## src/rtl/cpu_traffic_gen.sv

```systemverilog
// cpu_traffic_gen: CPU-side bus traffic generator for exercising a memory
// controller. A run writes a deterministic address-derived pattern over a
// configurable window and reads it back, counting data mismatches.
//
// Ports
//   sysclk, reset_n       clock (rising edge) and async active-low reset
//   start                 one-cycle pulse launching a run (ignored while busy)
//   cfg_base/count/mode/throttle
//                         run configuration, sampled on start
//   cpuAddr, cpuState, cpuL, cpuU, cpuLongWord, cpuWR
//                         request side towards the controller
//   cpuRD, cpuena         read data and access-complete strobe
//   busy, done, err       run status (done/err sticky until next start)
//   err_cnt, err_addr     saturating mismatch count, first mismatch address
//
// cpuAddr carries word address bits [24:1] in its [23:0] range.
module cpu_traffic_gen #(
    parameter int          STRIDE  = 1,
    parameter int          CNT_W   = 16,
    parameter logic [15:0] SEED    = 16'hA55A,
    parameter int          TIMEOUT = 1024
) (
    input  logic             sysclk,
    input  logic             reset_n,
    input  logic             start,
    input  logic [23:0]      cfg_base,
    input  logic [CNT_W-1:0] cfg_count,
    input  logic [1:0]       cfg_mode,
    input  logic [3:0]       cfg_throttle,
    output logic [23:0]      cpuAddr,
    output logic [1:0]       cpuState,
    output logic             cpuL,
    output logic             cpuU,
    output logic             cpuLongWord,
    output logic [15:0]      cpuWR,
    input  logic [15:0]      cpuRD,
    input  logic             cpuena,
    output logic             busy,
    output logic             done,
    output logic             err,
    output logic [CNT_W-1:0] err_cnt,
    output logic [23:0]      err_addr
);

    localparam int WD_W = (TIMEOUT < 2) ? 1 : $clog2(TIMEOUT);

    localparam logic [1:0] MODE_WR_RD = 2'b00;
    localparam logic [1:0] MODE_WR    = 2'b01;
    localparam logic [1:0] MODE_RD    = 2'b10;

    typedef enum logic [2:0] {
        S_IDLE, S_WR, S_WGAP, S_RD, S_RGAP, S_FIN
    } state_t;

    state_t           state_q, state_d;
    logic [23:0]      addr_q, base_q;
    logic [CNT_W-1:0] cnt_q, acc_cnt;
    logic [1:0]       mode_q;
    logic [3:0]       thr_q, gap_cnt;
    logic [WD_W-1:0]  wd_cnt;

    logic in_access, complete, timeout, launch, last, gap_done, wd_expired;

    function automatic logic [15:0] pat(input logic [23:0] a);
        return {a[7:0], ~a[7:0]} ^ SEED;
    endfunction

    assign cpuAddr     = addr_q;
    assign cpuLongWord = 1'b0;

    // NOTE: sequential state uses non-blocking assignments so every register
    // samples pre-edge values regardless of statement order.
    always_ff @(posedge sysclk or negedge reset_n) begin
        if (!reset_n) state_q <= S_IDLE;
        else          state_q <= state_d;
    end

    // NOTE: every signal written here gets a default first, so no path can
    // leave one unassigned and infer a latch.
    always_comb begin
        state_d    = state_q;
        in_access  = 1'b0;
        complete   = 1'b0;
        timeout    = 1'b0;
        launch     = 1'b0;
        last       = (acc_cnt == cnt_q - 1'b1);
        gap_done   = (gap_cnt == thr_q);
        wd_expired = (wd_cnt == WD_W'(TIMEOUT - 1));

        case (state_q)
            S_IDLE, S_FIN: begin
                if (start) begin
                    launch = 1'b1;
                    if (cfg_count == '0)         state_d = S_FIN;
                    else if (cfg_mode == MODE_RD) state_d = S_RD;
                    else                          state_d = S_WR;
                end
            end
            S_WR, S_RD: begin
                in_access = 1'b1;
                if (cpuena) begin
                    complete = 1'b1;
                    // The final access of a phase moves straight on; throttle
                    // gaps only separate accesses within a phase.
                    if (last) begin
                        if (state_q == S_WR && mode_q != MODE_WR) state_d = S_RD;
                        else                                       state_d = S_FIN;
                    end else if (thr_q != 4'd0) begin
                        state_d = (state_q == S_WR) ? S_WGAP : S_RGAP;
                    end
                end else if (wd_expired) begin
                    timeout = 1'b1;
                    state_d = S_FIN;
                end
            end
            S_WGAP:  if (gap_done) state_d = S_WR;
            S_RGAP:  if (gap_done) state_d = S_RD;
            default: state_d = S_IDLE;
        endcase

        cpuState = 2'b01;
        if (state_q == S_WR)      cpuState = 2'b11;
        else if (state_q == S_RD) cpuState = 2'b10;
        cpuL  = ~in_access;
        cpuU  = ~in_access;
        cpuWR = (state_q == S_WR) ? pat(addr_q) : 16'h0000;
        busy  = (state_q != S_IDLE) && (state_q != S_FIN);
        done  = (state_q == S_FIN);
    end

    always_ff @(posedge sysclk or negedge reset_n) begin
        if (!reset_n) begin
            addr_q   <= '0;
            base_q   <= '0;
            cnt_q    <= '0;
            acc_cnt  <= '0;
            mode_q   <= MODE_WR_RD;
            thr_q    <= '0;
            gap_cnt  <= '0;
            wd_cnt   <= '0;
            err      <= 1'b0;
            err_cnt  <= '0;
            err_addr <= '0;
        end else if (launch) begin
            addr_q   <= cfg_base;
            base_q   <= cfg_base;
            cnt_q    <= cfg_count;
            acc_cnt  <= '0;
            mode_q   <= (cfg_mode == 2'b11) ? MODE_WR_RD : cfg_mode;
            thr_q    <= cfg_throttle;
            wd_cnt   <= '0;
            err      <= 1'b0;
            err_cnt  <= '0;
            err_addr <= '0;
        end else begin
            if (complete) begin
                wd_cnt  <= '0;
                gap_cnt <= 4'd1;   // completion-edge counts as first gap cycle
                if (last) begin
                    acc_cnt <= '0;
                    // Write phase of a write-then-read run rewinds for readback.
                    if (state_q == S_WR && mode_q != MODE_WR) addr_q <= base_q;
                    else                                       addr_q <= addr_q + 24'(STRIDE);
                end else begin
                    acc_cnt <= acc_cnt + 1'b1;
                    addr_q  <= addr_q + 24'(STRIDE);
                end
                if (state_q == S_RD && cpuRD != pat(addr_q)) begin
                    err <= 1'b1;
                    if (err_cnt == '0) err_addr <= addr_q;
                    if (err_cnt != '1) err_cnt <= err_cnt + 1'b1;
                end
            end else if (in_access) begin
                wd_cnt <= wd_cnt + 1'b1;
            end else if (state_q == S_WGAP || state_q == S_RGAP) begin
                gap_cnt <= gap_cnt + 1'b1;
            end
            if (timeout) err <= 1'b1;
        end
    end

endmodule

```

## config.mk

```make
export PLATFORM = sky130hd
export DESIGN_NAME = cpu_traffic_gen
export DESIGN_NICKNAME = d
export VERILOG_FILES = /design/src/rtl/cpu_traffic_gen.sv
export SDC_FILE = /design/constraint.sdc
export NUM_CORES = 1
export LEC_CHECK = 0
export BUFFER_PORTS_ARGS = -buffer_cell sky130_fd_sc_hd__buf_2
export CAP_MARGIN = 20
export CELL_PAD_IN_SITES_DETAIL_PLACEMENT = 0
export CELL_PAD_IN_SITES_GLOBAL_PLACEMENT = 2
export CORE_UTILIZATION = 33
export DETAILED_ROUTE_END_ITERATION = 10
export PLACE_DENSITY_LB_ADDON = 0.1
export SYNTH_ARGS = -nofsm -noshare
export SYNTH_HDL_FRONTEND = slang
export SYNTH_SLANG_ARGS = --single-unit
```

## constraint.sdc

```tcl
create_clock -name sysclk -period 3.5 [get_ports sysclk]
set_input_delay 0.175 -clock sysclk [delete_from_list [all_inputs] [get_ports sysclk]]
set_output_delay 0.175 -clock sysclk [all_outputs]
set_load 0.02 [all_outputs]
```

; ---- Word level (Yosys, flattened, before mapping)
; Index checks and enable logic that the tools add are counted.
[word_totals]
register_bits = 144
inputBits = 66
out_inout_bits = 88
word_cells = 115
[classes]
n_addsub = 6
n_eq_ne = 20
muxes = 49
n_bitwise = 4
n_reduce_logical = 24
[op_table]
columns = operator, n
row1 = $mux W24, 8
row2 = $mux W16, 8
row3 = $add A16 B1 Y16 const B, 2
row4 = $logic_not A16 Y1, 2
row5 = $mux W10, 3
row6 = $mux W3, 10
row7 = $add A24 B1 Y24 const B, 1
row8 = $eq A16 B16 Y1, 1
row9 = $ne A16 B16 Y1, 1
row10 = $ne A16 B16 Y1 const B, 1
row11 = $not A8 Y8, 2
row12 = $sub A16 B1 Y16 const B, 1
row13 = $mux W1, 12
row14 = $mux W4, 3
row15 = $pmux W3 S4, 1
row16 = $reduce_bool A3 Y1, 4
row17 = $add A10 B1 Y10 const B, 1
row18 = $eq A10 B10 Y1 const B, 1
row19 = $reduce_bool A2 Y1, 5
row20 = $reduce_and A3 Y1, 3
row21 = $mux W2, 4
row22 = $eq A3 B2 Y1 const B, 2
row23 = $eq A3 B3 Y1 const B, 2
row24 = $ne A2 B2 Y1 const B, 3
row25 = other kinds (15), 22

; ---- Depth between registers and ports, before layout
[logic_depth]
ltp_word = 8
ltp_mapped = 11
depth_no_buf = 10

; ---- Worst setup path after synthesis
; No wires, ideal clock.
[synth_timing]
path_kind = register to register
from = register cnt_q[0]
to = register addr_q[20] (netlist: cpuAddr[20])
setup_ns = 0.138
arrival_ns = 2.916
t_required_ns = 3.362
setup_slack_ns = 0.446
stages_incl_launch_ff = 12
n_path_buf = 1
synth_period_minus_slack_ns = 3.054
path_cell_list = dfrtp_1 inv_1 ha_1 nor4b_1 nand2_1 o311ai_0 a2bb2oi_1 o2111ai_1 nor3_4 buf_8 mux2i_1 o211ai_1
[synth_between]
elab_chain_len = 5
[synth_rtl]
columns = element, line_no
row1 = from (decl), 57  ; logic [CNT_W-1:0] cnt_q, acc_cnt;
row2 = from (signal assigned), 147  ; cnt_q <= cfg_count;
row3 = $sub A16 B1 Y16, 86  ; last = (acc_cnt == cnt_q - 1'b1);
row4 = $eq A16 B16 Y1, 86
row5 = $mux W24, 159  ; if (last) begin
row6 = $mux W24, 156  ; if (complete) begin
row7 = $mux W24, 144  ; end else if (launch) begin
row8 = to (signal assigned), 145  ; addr_q <= cfg_base;
row9 = to (signal assigned), 162  ; if (state_q == S_WR && mode_q != MODE_WR) addr_q <= base_q;
row10 = to (signal assigned), 163  ; else addr_q <= addr_q + 24'(STRIDE);
row11 = to (decl), 56  ; logic [23:0] addr_q, base_q;
; No other way between the ends. The select of a mux whose other input is x is not followed.
; A chain may end at the register's enable or synchronous reset.

; ---- Worst setup path after layout
[layout_timing]
from = register cnt_q[3]
to = register addr_q[16] (netlist: cpuAddr[16])
; Same word-level chain as after synthesis.

==> results.md <==
* Critical Path AT at about 3.5 ns
* Met3 Wirelength at 982 µm
* Post-CTS Setup Bufs at 0
* Syn Inst Count at 922
* Final setup viols at 0
* Root buffer cell: clkbuf_16
* Hold depth at 3
* Largest net degree at the start of global routing at between 80 and 90
* Die area at between 20000 and 25000 µm²
* Static Leak at 4.86 nW
* Met2 wire len at 11.0 mm
* Top post-synthesis cells by area: dfrtp_1 45%, nand2_1 11%, xor2_1 3.4%, nand3_1 3.3%, mux2i_1 2.9%
* R2R cell count at 9
* Chip height at 157 µm
* Synth Area in Adders at 0.0123
* Routed vias/inst at 5.02
* # IOs at 154
* CP Launch Type: flop
* Most numerous cell in the Yosys netlist: nand2_1
* Pre-CTS WS at between 0.1 and 0.15 ns
* Synthesized Nets at ~1000
* XOR/XNOR share of the synthesized area at 0.0530
* Worst-Margin Slew at about 0.84 ns
* First DRT Iteration DRCs at around 390
* First-pass DRT Iterations at 5
* Gr ovfl total at 0
* Number of port buffers at approximately 150
* Crit. End Element: flop
* Top sig layer: met4
* # DRC at 0
* Slew margin rel. at 0.441
* FF-to-FF Start: cnt_q[3]$_DFFE_PN0P_
* Layout area overhead at 26.6%
* Share of cells above drive strength 1 at 0.208
* ANT nets after route at 0
* Met1 WL at ~12 mm
* Final net count at 1175
* First-pass GRT wire length at 39.9 mm
* GRT Overall Usage at 0.210
* Starting Density at 0.337
* Tot Pwr at 8.13 mW
* Kind of critical path: flop to flop
* Placed instance count at 1359
* Post-synthesis sequential area ratio at 0.454
* Routed Wire Length at 24.5 mm
* EDFF count, synth at 0
* CP required at 3.84 ns
* Compound-Gate Fraction of Synth Area at 0.126
* Clock-pin slew on the worst setup and hold paths at roughly 0.06 ns
* Row cnt at between 50 and 60
* Mean Syn Cell Area at 8.61 µm²
* Highest net fanout along the worst path at 27
* RSZ-0062 raised after global routing: false
* Commonest cells post-synth: 227 x nand2_1, 144 x dfrtp_1, 52 x nand3_1
* Max Cap Viol at 0
* Clk_lat worst skew at 0.44 ns
* Min-delay worst type: input pin to flop
* Maximum clock path buffer count at 2
* FF-to-FF End: cpuAddr[16]$_DFFE_PN0P_
* Final WS setup at roughly 0.35 ns
* Max Slew Vio Count at 0
* Unique masters post-synth at 68
* Final min period at approximately 3.2 ns
* Hold EP: cnt_q[8]$_DFFE_PN0P_
* Initial antenna violation count at 0
* H-Tree Depth at 4
* Power density over the cells at 809 nW/µm²
* Layout Cells excl Fill at 1433
* Period utilization at 0.901
* Cell Area, Synth at 7940 µm²
* Synthesis-stage register bit count at 144
* Setup TNS at 0 ns
* Reg2reg setup slack at 0.35 ns
* Clock Skews at approximately 0.019 ns
* DR vias at 7192
* Post-synth top area cell: dfrtp_1
* Final Wtd Congestion at 0.774
* HP Start: cfg_count[8]
* Post-synthesis mux area share at 0.0290
* Avg WL per Cell at 17.1 µm
* Yosys warning total at 0
* Status: complete, no violations
* Highest Clock Rate at 0.317 GHz
* Core area at 23500 µm²
* Maximum vdd drop at between 0.0002 and 0.0003 V
* CTS tree: yes
* Sink Count at approximately 140
* DP HPWL at 16.8 mm
* Diodes inserted at 0
* Vias in the first global route at 7214
* Die width at 157 µm
* Total CTS buffers at 17
* Largest family of logic cells by synthesized area: simple AND/OR/NAND/NOR gates
* Final Hold Vio Count at 0
* # fillers at 2440
* Async set-reset flop share out of synthesis at 1.00
* Area share of the largest cell type after synthesis at 0.454
* Ys flop type: dfrtp_1
* Synth Area in Simple Gates at 0.282
==> where the power goes <==
| part | total, mW | internal (mW) | switching (mW) |
|---|---|---|---|
| registers | 2.86 | 2.23 | 0.633 |
| clock network | 1.75 | 0.995 | 0.758 |
| logic | 3.52 | 1.31 | 2.21 |
| total | 8.13 | 4.53 | 3.60 |
==> layout make-up <==
class	count	area, µm²	share of cell area
multi-input cells	702	4020	0.400
flip-flops and latches	144	3600	0.358
repair buffers	220	1410	0.141
clock buffers	19	443	0.0441
well taps	319	399	0.0397
clock inverters	12	110	0.0110
inverters	17	63.8	0.00635
==> layout by cell type (no fill, tap or decap), types with 21 or more instances in the layout <==
cell type,netlist,layout
dfrtp_1,144,144
dlygate4sd3_1,0,43
and3_1,26,26
buf_2,3,151
nand3_1,52,52
mux2i_1,23,23
nor2_1,49,48
buf_4,10,22
xor2_1,31,31
nand2_1,227,226
a21oi_1,28,28
nor3_1,21,21
o21ai_0,40,40
==> routing by layer <==
metal | GRT usage | vias to the layer above
li1 | - | 3567
met3 | 0.0374 | 11
met4 | 0.0513 | 0
met2 | 0.320 | 143
met1 | 0.308 | 3471
met5 | 0 | -
==> sequential cells by signal, indices dropped and copies added, names as in the netlist, 3 cells and up <==
register,count
cnt_q,16
err_cnt,16
base_q,24
acc_cnt,16
thr_q,4
err_addr,24
cpuAddr,24
gap_cnt,4
wd_cnt,10
state_q,3
==> critical path, stage by stage (launching register included) <==
cell       delay (ns)
dfrtp_1          0.46
nor4_4           0.44
a21boi_1         0.14
or4_1            0.53
a2bb2oi_1        0.25
o2111ai_2        0.31
nor3_4           0.29
buf_12           0.24
o221ai_1         0.15
o31ai_1          0.25
==> what timing repair did <==
item / in CTS / in global routing
endpoints found under the hold margin: 127 / 0
hold buffers: 43 / 0
endpoints found under the setup margin: 0 / 43
resized for setup: 0 / 2
==> cells by family after synthesis <==
family | count (synthesis)
flip-flops | 144
buffers and inverters | 76
multiplexers | 23
XOR/XNOR | 48
AO/OA/AOI/OAI | 152
adder cells (fa/ha/maj) | 8
other | 1
AND/OR/NAND/NOR | 470
==> how the worst max path moves through the flow <==
stage                         startpoint                 endpoint  slack (ns)  cells past startpoint
finish              cnt_q[3]$_DFFE_PN0P_  cpuAddr[16]$_DFFE_PN0P_        0.35                      9
global placement    cnt_q[0]$_DFFE_PN0P_  cpuAddr[16]$_DFFE_PN0P_        0.19                     11
global route        cnt_q[0]$_DFFE_PN0P_  cpuAddr[16]$_DFFE_PN0P_        0.02                     11
floorplan           cnt_q[0]$_DFFE_PN0P_  cpuAddr[20]$_DFFE_PN0P_        0.45                     11
detailed placement  cnt_q[0]$_DFFE_PN0P_  cpuAddr[16]$_DFFE_PN0P_        0.13                     11
CTS                 cnt_q[0]$_DFFE_PN0P_  cpuAddr[16]$_DFFE_PN0P_        0.09                     11
==> through the flow <==
| step | instance area (µm²) | util | hold WS [ns] |
|---|---|---|---|
| CTS | 10000 | 0.426 | 0.00303 |
| floorplan | 7940 | - | -0.121 |
| global placement | 9040 | 0.384 | 0.298 |
| detailed placement | 9060 | 0.385 | 0.308 |
| finish | 10100 | 0.427 | 0.0114 |
| global route | 10100 | 0.427 | 0.0182 |
Note: power is estimated with default switching activity, not from simulation.
